==> src/rtl/gray2bin_pipe.sv <==
// Pipelined Gray<->binary converter with valid/ready handshakes on both sides.
// The MSB-first prefix-XOR chain of a Gray->binary decode is split across
// STAGES register stages; binary->Gray is a single XOR done in stage 0 and the
// result is carried unchanged so both directions share the same latency.
module gray2bin_pipe #(
  parameter int unsigned WIDTH  = 4,
  parameter int unsigned STAGES = 2
) (
  input  logic             clk,
  input  logic             rst,
  input  logic             in_valid,
  output logic             in_ready,
  input  logic             in_mode,
  input  logic [WIDTH-1:0] in_data,
  output logic             out_valid,
  input  logic             out_ready,
  output logic             out_mode,
  output logic [WIDTH-1:0] out_data
);

  // Bits resolved per stage, MSB first; the last stage takes whatever is left.
  localparam int unsigned CHUNK = (WIDTH + STAGES - 1) / STAGES;

  logic [STAGES-1:0] stg_valid;
  logic [STAGES-1:0] stg_mode;
  logic [WIDTH-1:0]  stg_data [STAGES];
  logic [STAGES-1:0] stg_load;

  logic [STAGES-1:0] src_valid;
  logic [STAGES-1:0] src_mode;
  logic [WIDTH-1:0]  src_data [STAGES];

  // Resolve the Gray bits owned by stage k; bits above are already binary,
  // bits below are still Gray and pass through untouched.
  function automatic logic [WIDTH-1:0] resolve_chunk(input logic [WIDTH-1:0] d,
                                                     input int k);
    logic [WIDTH-1:0] r;
    r = d;
    for (int i = int'(WIDTH) - 2; i >= 0; i--) begin
      if ((int'(WIDTH) - 1 - i) / int'(CHUNK) == k) begin
        r[i] = r[i+1] ^ d[i];
      end
    end
    return r;
  endfunction

  // Next contents offered to each stage from its upstream neighbour.
  always_comb begin
    src_valid = '0;
    src_mode  = '0;
    src_data  = '{default: '0};
    src_valid[0] = in_valid;
    src_mode[0]  = in_mode;
    src_data[0]  = in_mode ? (in_data ^ (in_data >> 1)) : resolve_chunk(in_data, 0);
    for (int k = 1; k < int'(STAGES); k++) begin
      src_valid[k] = stg_valid[k-1];
      src_mode[k]  = stg_mode[k-1];
      src_data[k]  = stg_mode[k-1] ? stg_data[k-1] : resolve_chunk(stg_data[k-1], k);
    end
  end

  // Load enables ripple back from the output: a stage loads when it is empty
  // or its successor is loading, so internal bubbles collapse under a stall.
  always_comb begin : p_load
    logic ld;
    stg_load = '0;
    ld       = out_ready;
    for (int k = int'(STAGES) - 1; k >= 0; k--) begin
      ld          = !stg_valid[k] || ld;
      stg_load[k] = ld;
    end
  end

  // Stage registers; reset discards every in-flight beat immediately.
  always_ff @(posedge clk or posedge rst) begin
    if (rst) begin
      stg_valid <= '0;
      stg_mode  <= '0;
      for (int k = 0; k < int'(STAGES); k++) begin
        stg_data[k] <= '0;
      end
    end else begin
      for (int k = 0; k < int'(STAGES); k++) begin
        if (stg_load[k]) begin
          stg_valid[k] <= src_valid[k];
          stg_mode[k]  <= src_mode[k];
          stg_data[k]  <= src_data[k];
        end
      end
    end
  end

  assign in_ready  = stg_load[0];
  assign out_valid = stg_valid[STAGES-1];
  assign out_mode  = stg_mode[STAGES-1];
  assign out_data  = stg_data[STAGES-1];

endmodule

==> config.mk <==
export PLATFORM = sky130hd
export DESIGN_NAME = gray2bin_pipe
export DESIGN_NICKNAME = d
export VERILOG_FILES = /design/src/rtl/gray2bin_pipe.sv
export SDC_FILE = /design/constraint.sdc
export NUM_CORES = 1
export LEC_CHECK = 0
export BUFFER_PORTS_ARGS = -buffer_cell sky130_fd_sc_hd__buf_4
export CELL_PAD_IN_SITES_DETAIL_PLACEMENT = 0
export CELL_PAD_IN_SITES_GLOBAL_PLACEMENT = 1
export CORE_MARGIN = 2
export CORE_UTILIZATION = 32
export DETAILED_ROUTE_END_ITERATION = 10
export PLACE_DENSITY = 0.81
export SKIP_CTS_REPAIR_TIMING = 1
export SYNTH_ARGS = -nofsm -noshare
export SYNTH_HDL_FRONTEND = slang
export SYNTH_SLANG_ARGS = --single-unit
==> constraint.sdc <==
create_clock -name clk -period 1.04 [get_ports clk]
set_input_delay 0.208 -clock clk [delete_from_list [all_inputs] [get_ports clk]]
set_output_delay 0.208 -clock clk [all_outputs]
set_load 0.005 [all_outputs]
==> impl_results.md, run 1 <==
* Outcome: finished with violations
* Failing checks: negative setup slack
* Core area at ~0.0015 sq mm
* Detailed-route DRC error count at 0
* Detailed Routing Iterations Pass 1 at 3
* R2R depth at 3
* Gate power share at 0.239
* Final setup vio count at 11
* Ratio of cells with drive above 1 in the final layout at 0.464
* Hold WS at 124 ps
* Via count at around 390
* Clock sink count at 12
* Total power at 1.25 mW
* Hold Fails Final Rpt at 0
* Yosys reg bits at 12
* Initial antenna violation count at 0
* # fillers at 149
* Worst Hold Launch: in_valid
* Most common cell after layout, fill and taps aside: buf_4
* Multi-input logic area at between 200 and 250 sq um
* Register Area at ~300 sq um
* Reg2reg end: stg_mode[0]
* Seq/Total Area, Yosys at 0.561
* H-tree depth at 1
* Via density at 4.55
* N_diodes at 0
* Fin worst setup slack at -105 ps
* Hold depth at 2
* Mapped Nets at 56
* YS warnings at 0
* NetSw at 0.309 mW
* Setup Skew at around 3.4 ps
* Largest net degree at the start of global routing at 13
* Placer congestion estimate at 0.727
* VDD IR max at 0.829 mV
* Setup crit start kind: register
* Number of I/O pins at 16
* Die X at 44.9 um
* RSZ-0062 raised after global routing: true
* CP endpoint kind: primary output
* Number of core rows at 14
* Vias in the first global route at 343
* Worst EP arrival at 940 ps
* HP Class: input port to register
* Reg2reg setup slack at -50 ps
* Deepest clock path buffer count at 2
* Power per Cell Area at 1660 mW/mm^2
* Rel. slew slack at 0.693
* Part of the power in the clock network at 0.295
* Port buffer count at 15
* Initial Util at 0.347
* Hold Path Sink: stg_valid[0]
* Cells after Synth at 47
* Power Internal at 0.945 mW
* Cell Area, Synth at between 500 and 600 sq um
* CTS clk-pin slew, worst paths at 70 ps
* Tcrit/Tclk final at 1.10
* Drt total wl at ~930 um
* Remaining antenna violation count at 0
* Share of power burned in registers at 0.466
* Post-DP HPWL at 706 um
* Die Area at 0.00202 sq mm
* CP Max Fanout at 3
* Tmin final at 1150 ps
* Cts bufs inserted at 3
* Synthesis-to-layout area growth at 40.9%
* Syn Area/Cell at between 10 and 15 sq um
* Placement Setup Slack at -35.4 ps
* First-pass GRT wire length at 1.45 mm
* GRT Residual Overflow at 0
* Worst r2r src: stg_valid[1]
* Wire per inst at 10.9 um
* CTS tree: built
* DR iter-0 viols at 6
* Most frequent cells in the layout: 20 x buf_4, 12 x dfrtp_1, 5 x nor2_1
* Actual slew at the worst max-slew pin at 460 ps
* Worst EP required at 830 ps
* Kind of critical path: register to primary output
* Root buf cell: clkbuf_4
* Fmax achieved at 0.873 GHz
* Final nets at a little under 80
* Slew Limit Fails at 0
* Switching share of power at 0.246
* Max-cap viol count at 0
* Count of different cell masters after synthesis at 16
* GR Util All Layers at 0.113
* DIE HEIGHT at 44.9 um
* Worst-skew pair later-pin latency at 270 ps
* Static Leak at 0.357 nW
==> cell type report <==
type | instances | area share
sequential | 12 | 0.398
multi-input combinational | 29 | 0.280
timing repair buffer | 23 | 0.242
clock buffer | 4 | 0.0481
tap | 16 | 0.0265
inverter | 1 | 0.00498
==> power groups by stage <==
stage | Clock, mW | Combinational, mW | Sequential [mW]
floorplan | 0 | 0.184 | 0.584
global placement | 0 | 0.275 | 0.588
detailed placement | 0 | 0.281 | 0.591
CTS | 0.381 | 0.281 | 0.582
global route | 0.402 | 0.327 | 0.593
finish | 0.370 | 0.300 | 0.585
==> through the flow <==
step	setup TNS, ps	util	instances	cell area, sq um
2_1_floorplan	-175	-	47	546
3_3_place_gp	-71.1	0.440	78	678
3_5_place_dp	-249	0.440	78	678
4_1_cts	-537	0.463	82	714
5_1_grt	-1020	0.489	85	754
6_report	-488	0.489	85	754
==> layer usage <==
| layer | up-vias | track usage | share of wire |
|---|---|---|---|
| met3 | 4 | 0.0360 | 0.070 |
| met1 | 175 | 0.130 | 0.45 |
| met2 | 13 | 0.148 | 0.43 |
| met4 | 0 | 0.141 | 0.047 |
| met5 | - | 0 | 0 |
| li1 | 195 | - | - |
==> worst max-delay path, cell delays in order, from the launching register on <==
cell and delay, ps:
dfrtp_1 400, nand3b_1 130, buf_4 130
==> registers in the layout, summed over array words and instances, names as in the netlist <==
name and flops:
stg_valid 2, stg_mode 2, out_data 4, stg_data 4
==> synthesized netlist by cell type <==
cell | number | area [sq um]
nand2b_1 | 3 | 18.8
dfrtp_1 | 12 | 300
o21ai_0 | 1 | 5.00
a21oi_1 | 4 | 20.0
a31oi_1 | 1 | 6.26
buf_4 | 4 | 30.0
nor2_1 | 5 | 18.8
xnor2_1 | 3 | 26.3
buf_2 | 1 | 5.00
xor2_1 | 2 | 17.5
nand2_1 | 2 | 7.51
mux2_2 | 5 | 56.3
or3_1 | 1 | 6.26
nor2b_1 | 1 | 6.26
nand3b_1 | 1 | 7.51
inv_1 | 1 | 3.75
==> worst max-delay path by stage <==
stage                      start          end  slack, ps  cells after the start
floorplan           stg_valid[1]  stg_data[7]        -90                      2
global placement    stg_valid[1]  out_data[3]        -30                      2
detailed placement   stg_data[6]  out_data[0]        -40                      3
CTS                 stg_valid[1]     in_ready       -260                      2
global route        stg_valid[1]     in_ready       -160                      2
finish              stg_valid[1]     in_ready       -110                      2
==> logic make-up after synthesis <==
| kind of cell | share of synthesized area |
|---|---|
| xor+xnor | 0.0818 |
| compound gates | 0.0584 |
| flops | 0.561 |
| mux | 0.105 |
| buf+inv | 0.0724 |
| simple gates | 0.122 |
Note: power is estimated with default switching activity, not from simulation.
==> run 2: changes to the inputs <==
==> config.mk (replaced) <==
export PLATFORM = sky130hd
export DESIGN_NAME = gray2bin_pipe
export DESIGN_NICKNAME = d
export VERILOG_FILES = /design/src/rtl/gray2bin_pipe.sv
export SDC_FILE = /design/constraint.sdc
export NUM_CORES = 1
export LEC_CHECK = 0
export CORE_MARGIN = 2
export CORE_UTILIZATION = 40
export DETAILED_ROUTE_END_ITERATION = 10
export DONT_BUFFER_PORTS = 1
export PLACE_DENSITY = 0.68
export SKIP_CTS_REPAIR_TIMING = 1
export SYNTH_ARGS = -nofsm -noshare
export SYNTH_HDL_FRONTEND = slang
export SYNTH_SLANG_ARGS = --single-unit
==> impl_results.md, run 2 (synthesis results as in run 1) <==
* Power per Cell Area at 1700 mW/mm^2 (+2.5%)
* Wire per inst at 12.1 um (+10%)
* Clock sink count at 12 (unchanged)
* Synthesis-to-layout area growth at 16.1%
* Number of I/O pins at 16 (unchanged)
* Outcome: finished with violations
* GRT Residual Overflow at 0 (unchanged)
* Remaining antenna violation count at 0 (unchanged)
* Static Leak at 0.275 nW (-23%)
* CTS tree: built
* Largest net degree at the start of global routing at 13 (unchanged)
* CP Max Fanout at 3 (unchanged)
* Die X at 40.6 um (-9.6%)
* Most frequent cells in the layout: 12 x dfrtp_1, 8 x buf_4, 4 x nor2_1, 4 x a21oi_1
* DIE HEIGHT at 40.6 um (-9.6%)
* Hold Fails Final Rpt at 0 (unchanged)
* GR Util All Layers at 0.116 (+0.00235)
* Drt total wl at 834 um (-10%)
* Cts bufs inserted at 3 (unchanged)
* Detailed-route DRC error count at 0 (unchanged)
* CTS clk-pin slew, worst paths at 70 ps (about the same)
* Slowest-stage cell, CP: dfrtp_1
* Worst EP required at 830 ps (about the same)
* Root buf cell: clkbuf_4
* H-tree depth at 1 (unchanged)
* Final core occ at 0.490 (+0.000690)
* Via density at 4.90 (+7.6%)
* Placement Setup Slack at -29.2 ps (+6.18 ps)
* Final nets at 65 (-18%)
* Failing checks: negative setup slack
* Placer congestion estimate at 0.693 (-4.7%)
* Fin worst setup slack at -62.4 ps (+42.9 ps)
* DR iter-0 viols at 4 (-2)
* CP endpoint kind: primary output
* Critical Path, Cell by Cell: nand3b_1, buf_4
* Via count at 338 (-13%)
* Worst-skew pair later-pin latency at 270 ps (about the same)
* RSZ-0062 raised after global routing: true
* Finished Cell Area at 622 sq um (-18%)
* Initial antenna violation count at 0 (unchanged)
* Initial Util at 0.422 (+0.0747)
* Final setup vio count at 6 (-5)
* Non-filler cells, final at 69 (-19%)
* HP Class: input port to register
* Vias in the first global route at 281 (-18%)
* Total power at 1.06 mW (-16%)
* First-pass GRT wire length at 1.19 mm (-18%)
* Max-cap viol count at 0 (unchanged)
* Actual slew at the worst max-slew pin at 457 ps (-3.69 ps)
* Rel. slew slack at 0.695 (+0.00246)
* Slew Limit Fails at 0 (unchanged)
* Most common cell after layout, fill and taps aside: dfrtp_1
* Setup crit start kind: register
* Kind of critical path: register to primary output
* Tmin final at 1100 ps (-42.9 ps)
* Detailed Routing Iterations Pass 1 at 4 (+1)
* Die Area at 0.00165 sq mm (-18%)
* CP peak stage delay at 390 ps (about the same)
* Setup Skew at 2.12 ps (-1.27 ps)
* Port buffer count at 0 (-15)
* Placement Cell Area at 579 sq um (-15%)
* Post-DP HPWL at 634 um (-10%)
* Placed Cells at 64 (-18%)
* VDD IR max at 0.677 mV (-18%)
* Number of core rows at 13 (-1)
* Deepest clock path buffer count at 2 (unchanged)
* Ratio of cells with drive above 1 in the final layout at 0.315 (-0.149)
* N_diodes at 0 (unchanged)
* Tcrit/Tclk final at 1.06 (-0.0413)
* Hold WS at 45.0 ps (-78.6 ps)
* Worst EP arrival at 890 ps (-50 ps)
* Sum Neg Setup Slack at -128 ps (+360 ps)
* Core area at 0.00127 sq mm (-18%)
* Fmax achieved at 0.907 GHz (+3.9%)
[run 2: power breakdown]
| part | internal [mW] | switching (mW) |
|---|---|---|
| combinational | 0.117 | 0.0805 |
| sequential | 0.538 | 0.0470 |
| clock | 0.134 | 0.142 |
[run 2: area by class of cell]
class                           count  area, sq um
Fill cell                         115          647
Timing Repair Buffer                9         70.1
Tap cell                           15         18.8
Sequential cell                    12          300
Clock buffer                        3         22.5
Multi-Input combinational cell     29          206
Inverter                            1         3.75
[run 2: critical path, delay by kind of cell (launching register included)]
family / cells / cell delay, ps
buffers and inverters: 1 / 130
flip-flops: 1 / 390
AND/OR/NAND/NOR: 1 / 110
[run 2: path summary, 6_finish.rpt]
kind / start / end / slack [ps] / depth (start not counted)
min reg2reg: stg_valid[0] / stg_valid[1] / 480 / 1
min in group asynchronous: rst / out_data[3] / 390 / 2
min: in_valid / stg_valid[0] / 50 / 1
max reg2reg: stg_valid[1] / out_data[3] / -20 / 2
max: stg_valid[1] / in_ready / -60 / 2
max in group asynchronous: rst / stg_valid[0] / 340 / 2
[run 2: layer usage]
metal	wire length, um	vias to the layer above	global-route usage
met3	46	2	0.0222
met2	373	12	0.151
met1	392	158	0.159
met5	0	-	0
li1	-	166	-
met4	21	0	0.100
